**config.mk**
```make
export PLATFORM = sky130hd
export DESIGN_NAME = enc83_irq
export DESIGN_NICKNAME = d
export VERILOG_FILES = /design/src/rtl/enc83_irq.sv
export SDC_FILE = /design/constraint.sdc
export NUM_CORES = 1
export LEC_CHECK = 0
export BUFFER_PORTS_ARGS = -buffer_cell sky130_fd_sc_hd__buf_2
export CORE_UTILIZATION = 40
export DETAILED_ROUTE_END_ITERATION = 10
export PLACE_DENSITY = 0.81
export SYNTH_ARGS = -nofsm -noshare
export SYNTH_HDL_FRONTEND = slang
export SYNTH_SLANG_ARGS = --single-unit
```
**constraint.sdc**
```tcl
create_clock -name sys_clk -period 3.01 [get_ports sys_clk]
set_input_delay 0.301 -clock sys_clk [delete_from_list [all_inputs] [get_ports sys_clk]]
set_output_delay 0.301 -clock sys_clk [all_outputs]
set_load 0.02 [all_outputs]
```
**src/rtl/enc83_irq.sv**
```systemverilog
// enc83_irq: registered 8-to-3 priority encoder with request latching and a
// valid/ack handshake. Requests are latched into pend, the highest-priority
// pending source is presented on z/valid and held until acknowledged, then a
// one-cycle gap separates it from the next code.
// Optional feature macro: ENC83_EDGE_EN (rising-edge triggered requests).
module enc83_irq #(
  parameter bit PRIO_HIGH = 1'b1  // 1: index 7 wins, 0: index 0 wins
) (
  input  logic       sys_clk,
  input  logic       resetl,
  input  logic [7:0] rq,
  input  logic [7:0] mask,
  input  logic       gl,
  input  logic       ack,
  output logic [2:0] z,
  output logic       valid,
  output logic [7:0] pend
);

  localparam logic [1:0] S_IDLE    = 2'd0;
  localparam logic [1:0] S_PRESENT = 2'd1;
  localparam logic [1:0] S_GAP     = 2'd2;

  logic [1:0] state_q, state_d;
  logic [2:0] z_q, z_d;
  logic       valid_q, valid_d;
  logic [7:0] pend_q, pend_d;
  logic [7:0] set_w, clr_w;
  logic [2:0] sel;

`ifdef ENC83_EDGE_EN
  // Previous request sample, so a held-high line pends only on its rising edge.
  logic [7:0] rq_prev_q;

  // Track last cycle's request lines.
  always_ff @(posedge sys_clk or negedge resetl) begin
    if (!resetl) rq_prev_q <= 8'h00;
    else         rq_prev_q <= rq;
  end

  assign set_w = rq & ~rq_prev_q & mask;
`else
  assign set_w = rq & mask;
`endif

  // Clear only the presented source, and only on the acknowledging edge.
  assign clr_w = (state_q == S_PRESENT && ack) ? (8'h01 << z_q) : 8'h00;

  // Set wins over clear so a source still requesting during its ack re-pends.
  assign pend_d = (pend_q & ~clr_w) | set_w;

  // Priority select over pend: the last hit in scan order is the winner.
  always_comb begin
    logic [2:0] k;
    sel = 3'd0;
    for (int i = 0; i < 8; i++) begin
      k = PRIO_HIGH ? 3'(i) : 3'(7 - i);
      if (pend_q[k]) sel = k;
    end
  end

  // Handshake FSM: present once, hold until ack, then one dead cycle.
  always_comb begin
    state_d = state_q;
    z_d     = z_q;
    valid_d = valid_q;
    case (state_q)
      S_IDLE: begin
        valid_d = 1'b0;
        if (pend_q != 8'h00 && !gl) begin
          z_d     = sel;
          valid_d = 1'b1;
          state_d = S_PRESENT;
        end
      end
      S_PRESENT: begin
        if (ack) begin
          valid_d = 1'b0;
          state_d = S_GAP;
        end
      end
      S_GAP: begin
        valid_d = 1'b0;
        state_d = S_IDLE;
      end
      default: begin
        valid_d = 1'b0;
        state_d = S_IDLE;
      end
    endcase
  end

  // State, code and pending registers.
  always_ff @(posedge sys_clk or negedge resetl) begin
    if (!resetl) begin
      state_q <= S_IDLE;
      z_q     <= 3'd0;
      valid_q <= 1'b0;
      pend_q  <= 8'h00;
    end else begin
      state_q <= state_d;
      z_q     <= z_d;
      valid_q <= valid_d;
      pend_q  <= pend_d;
    end
  end

  assign z     = z_q;
  assign valid = valid_q;
  assign pend  = pend_q;

endmodule
```
After elaboration in Yosys (flattened, before gate mapping)
Index checks and enable logic that the tools add are counted.

word-level totals
  output and inout bits = 12
  word-level logic and storage cells = 33
  input bits = 20
  register bits after elaboration = 14

operators by class
  equality and inequality tests = 3
  mux-type cells = 14
  reduce and logical (&&, ||, !) cells = 7
  shifts and indexed selects = 1
  bitwise operators = 4

operators with widths
  kind                   count
  $and A8 B8 Y8          2
  $mux W3                5
  $mux W8                1
  $not A8 Y8             1
  $or A8 B8 Y8           1
  $reduce_bool A8 Y1     1
  $shl A1 B3 Y8 const A  1
  $mux W2                3
  $ne A2 B2 Y1 const B   2
  $pmux W2 S2            1
  $reduce_and A2 Y1      2
  $mux W1                3
  $eq A2 B1 Y1 const B   1
  $logic_and A1 B1 Y1    2
  $logic_not A2 Y1       1
  $pmux W1 S2            1
  $logic_not A1 Y1       1

Logic depth before layout (Yosys ltp)
  depth after elaboration = 7
  mapped depth = 5
  mapped depth without buffers = 4

Least setup slack after synthesis
Ideal clock, no wire load.

  path type = register to register
  start point = reg pend_q[6], in the netlist pend[6]
  end point = reg state_q[0]
  required time = 2886 ps
  period minus slack after synthesis = 1357 ps
  setup time = 124 ps
  cell stages (with the launch flop) = 4
  buffers on the path = 0
  arrival = 1233 ps
  path slack = 1653 ps
  cells stage by stage = dfrtp_1 nor4_2 a21oi_4 or2_1

between the ends
  word-level cells in the longest chain between the ends = 4

RTL lines
  element                             line  source
  start, declared                     27    logic [7:0] pend_q, pend_d;
  start signal, assigned              104   pend_q <= pend_d;
  $reduce_bool A8 Y1                  70    if (pend_q != 8'h00 && !gl) begin
  $logic_and A1 B1 Y1                 70
  $ne A2 B2 Y1 (no source line)       n/a
  $reduce_and A2 Y1 (no source line)  n/a
  end signal, assigned                101   state_q <= state_d;
  end, declared                       24    logic [1:0] state_q, state_d;

Every way passes these cells.
A chain may end at the register's enable or synchronous reset.

Worst setup path after layout
Same ends and word-level chain as after synthesis.

==> impl_metrics.csv <==
group,metric,value,unit
layout,final_layout_size_suffix_gt1_share,44.57,%
global_route,grt_pass1_vias,598,
yosys,syn_area_per_cell,11.09,sq um
floorplanning,dieArea,1802,sq um
floorplanning,fp-row-count,14,
yosys,yosysWarnings,0,
floorplanning,chipHeight,42.45,um
critical_path,cp-end-kind,"register",
clock_tree,cts.reportedPaths.clkPinSlew,0.09,ns
outcome,status,"completed",
yosys,ys_seq_elements,14,
placed_design,port_buffers,31,
floorplanning,fp.dieW,42.45,um
route,vias,566,
global_route,grt_usage,18.99,%
global_route,grt_max_degree,15,
critical_path,crit_chain,"nor4_2 > a21oi_4 > or2_1",
critical_path,critPathTopFamily,"simple AND/OR/NAND/NOR gates",
layout,fillers,130,
sta,fin_crit_sh,46.17,%
clock_tree,clock_latency,0.28,ns
clock_tree,cts_buffers,3,
worst_hold_path,min_path_type,"primary input to register",
sta,max_slew_margin,71.88,%
sta,finalHoldViolCount,0,
critical_path,worstPathRequired,3.18,ns
sta,setup_viol,0,
layout,area.sequential,350.3,sq um
sta,slew_violations,0,
route,wl,1.506,mm
yosys,yosysSeqAreaShare,53.54,%
global_route,antenna_found_initial,0,
critical_path,crit_path_start_kind,"register",
sta,setup_tns,0,ns
route,drtPass1Iterations,4,
layout,multiInputGateArea,281.5,sq um
placed_design,postPlaceCellArea,814.5,sq um
placed_design,gp_congestion,0.8102,
floorplanning,core_area,1524,sq um
run,maxCapViolations,0,
layout,nets,113,
sta,rsz0062_at_grt,"no",
power_and_ir_drop,power.static_leakage,0.3895,nW
yosys,synth_area,654.4,sq um
layout,area_growth,31.55,%
critical_path,crit_buf_inv,0,
global_route,grt.overflow.total,0,
sta,fmaxAchievable,0.7196,GHz
critical_path,critical_path_class,"register to register",
placed_design,dpl.hpwl,1.112,mm
sta,skew,0.004052,ns
layout,final_cell_area,860.8,sq um
global_route,grt_pass1_wl,2.573,mm
route,wl_per_cell,13.94,um
layout,diodes,0,
clock_tree,cts_tree,"done",
critical_path,arrival,1.56,ns
power_and_ir_drop,p_per_area,692.5,nW/um^2
yosys,syn_inst,59,
critical_path,slowest_stage,"nor4_2",
sta,setup_ws,1.620,ns
route,antenna_left,0,
placed_design,pre_cts_slack,1.628,ns
power_and_ir_drop,power.ir.vdd_worst,331.7,uV
clock_tree,clock_sinks,14,
critical_path,critPathMaxFanout,6,
critical_path,slowest_delay,0.46,ns
clock_tree,htree_levels,1,
route,viasPerCell,5.241,
sta,min_period,1.390,ns
floorplanning,start_util,42.94,%
clock_tree,root_buffer,"clkbuf_4",
yosys,synth_nets,79,
yosys,synth.distinct_cells,25,
clock_tree,clockBufferDepth,2,
sta,worst_pin_slew,0.4184,ns
clock_tree,cts_resized,0,
floorplanning,ioPinCount,32,
route,drc,0,
route,drt_iter0_markers,7,
==> stage by stage <==
stage          utilization [%]  cells  total power, mW  hold slack, ns
2_1_floorplan                -     59           0.3933        0.005409
3_3_place_gp             53.45    103           0.4561          0.2060
3_5_place_dp             53.45    103           0.4617          0.2116
4_1_cts                  56.49    108           0.5983          0.1991
5_1_grt                  56.49    108           0.6321          0.2233
6_report                 56.49    108           0.5961          0.2000
==> registers in the layout, indices dropped and copies added (netlist names) <==
signal / flops
state_q: 2
pend: 8
valid: 1
z: 3
==> where the power goes <==
group / switching, mW / internal (mW) / total [mW]
logic: 0.0946 / 0.0757 / 0.170
registers: 0.0628 / 0.227 / 0.290
clock network: 0.0626 / 0.0736 / 0.136
total: 0.220 / 0.376 / 0.596
==> area by class of cell <==
type / count / area share (%)
inverters: 2 / 0.8721
clock buffers: 4 / 4.215
flip-flops and latches: 14 / 40.70
repair buffers: 32 / 19.19
well taps: 16 / 2.326
multi-input cells: 40 / 32.70
==> worst register-to-register path, stage by stage (launching register included) <==
cell and delay [ns]:
dfrtp_1 0.44, nor4_2 0.46, a21oi_4 0.13, or2_1 0.25
==> layer usage <==
metal / vias to the layer above / GRT usage (%) / routed length [um]
met5: - / 0 / 0
met4: 0 / 3.750 / 6
met3: 2 / 9.914 / 109
met2: 24 / 29.23 / 705
met1: 258 / 23.96 / 686
li1: 282 / - / -
==> synthesized netlist by cell type (all sizes together) <==
master	n	share of area, %
nand3	1	0.76
and2b	1	1.1
clkbuf	2	1.1
or3	1	1.7
or2	1	0.96
nand2	5	2.9
o21a	1	1.1
a21oi	4	4.8
o21ai	3	2.3
a22o	6	8.0
o311ai	1	1.3
o31ai	1	1.1
nor3b	2	2.3
nand4b	1	1.3
a21o	1	1.3
nor2	3	1.7
nor4	2	3.8
buf	1	1.1
and3b	1	1.5
nand3b	2	2.3
nand4	1	0.96
dfrtp	14	54
inv	2	1.1
nor3	2	1.5
==> cells in the final DEF (no fill, tap or decap), drive strengths merged <==
cell type and count:
buf 31, dfrtp 14, a22o 6, nand2 5, a21oi 4, clkbuf 4, o21ai 3, nor2 3
inv 2, nor3b 2, nand3b 2, nor4 2, nor3 2, and3b 1, nand4b 1, o31ai 1
and2b 1, nand3 1, nand4 1, or3 1, or2 1, a21o 1, o311ai 1, o21a 1
dlygate4sd3 1
==> cell families after synthesis <==
group,Yosys count,synth area share [%]
flip-flops,14,53.54
buffers and inverters,5,3.443
AO/OA/AOI/OAI,17,20.08
AND/OR/NAND/NOR,23,22.94
==> worst paths after layout <==
path / start / to / slack [ns] / cells after the start
max in group asynchronous: resetl / pend[0] / 2.34 / 2
min reg2reg: valid / valid / 0.49 / 1
min: mask[4] / pend[4] / 0.20 / 3
max: pend[6] / state_q[0] / 1.62 / 3
min in group asynchronous: resetl / state_q[0] / 0.43 / 2
max reg2reg: pend[6] / state_q[0] / 1.62 / 3
==> repair_timing <==
item / 4_1_cts / 5_1_grt
hold buffers: 1 / 0
buffers inserted: 0 / 0
hold endpoints to repair: 14 / 0
No activity file was read; power rests on OpenSTA's default activity.
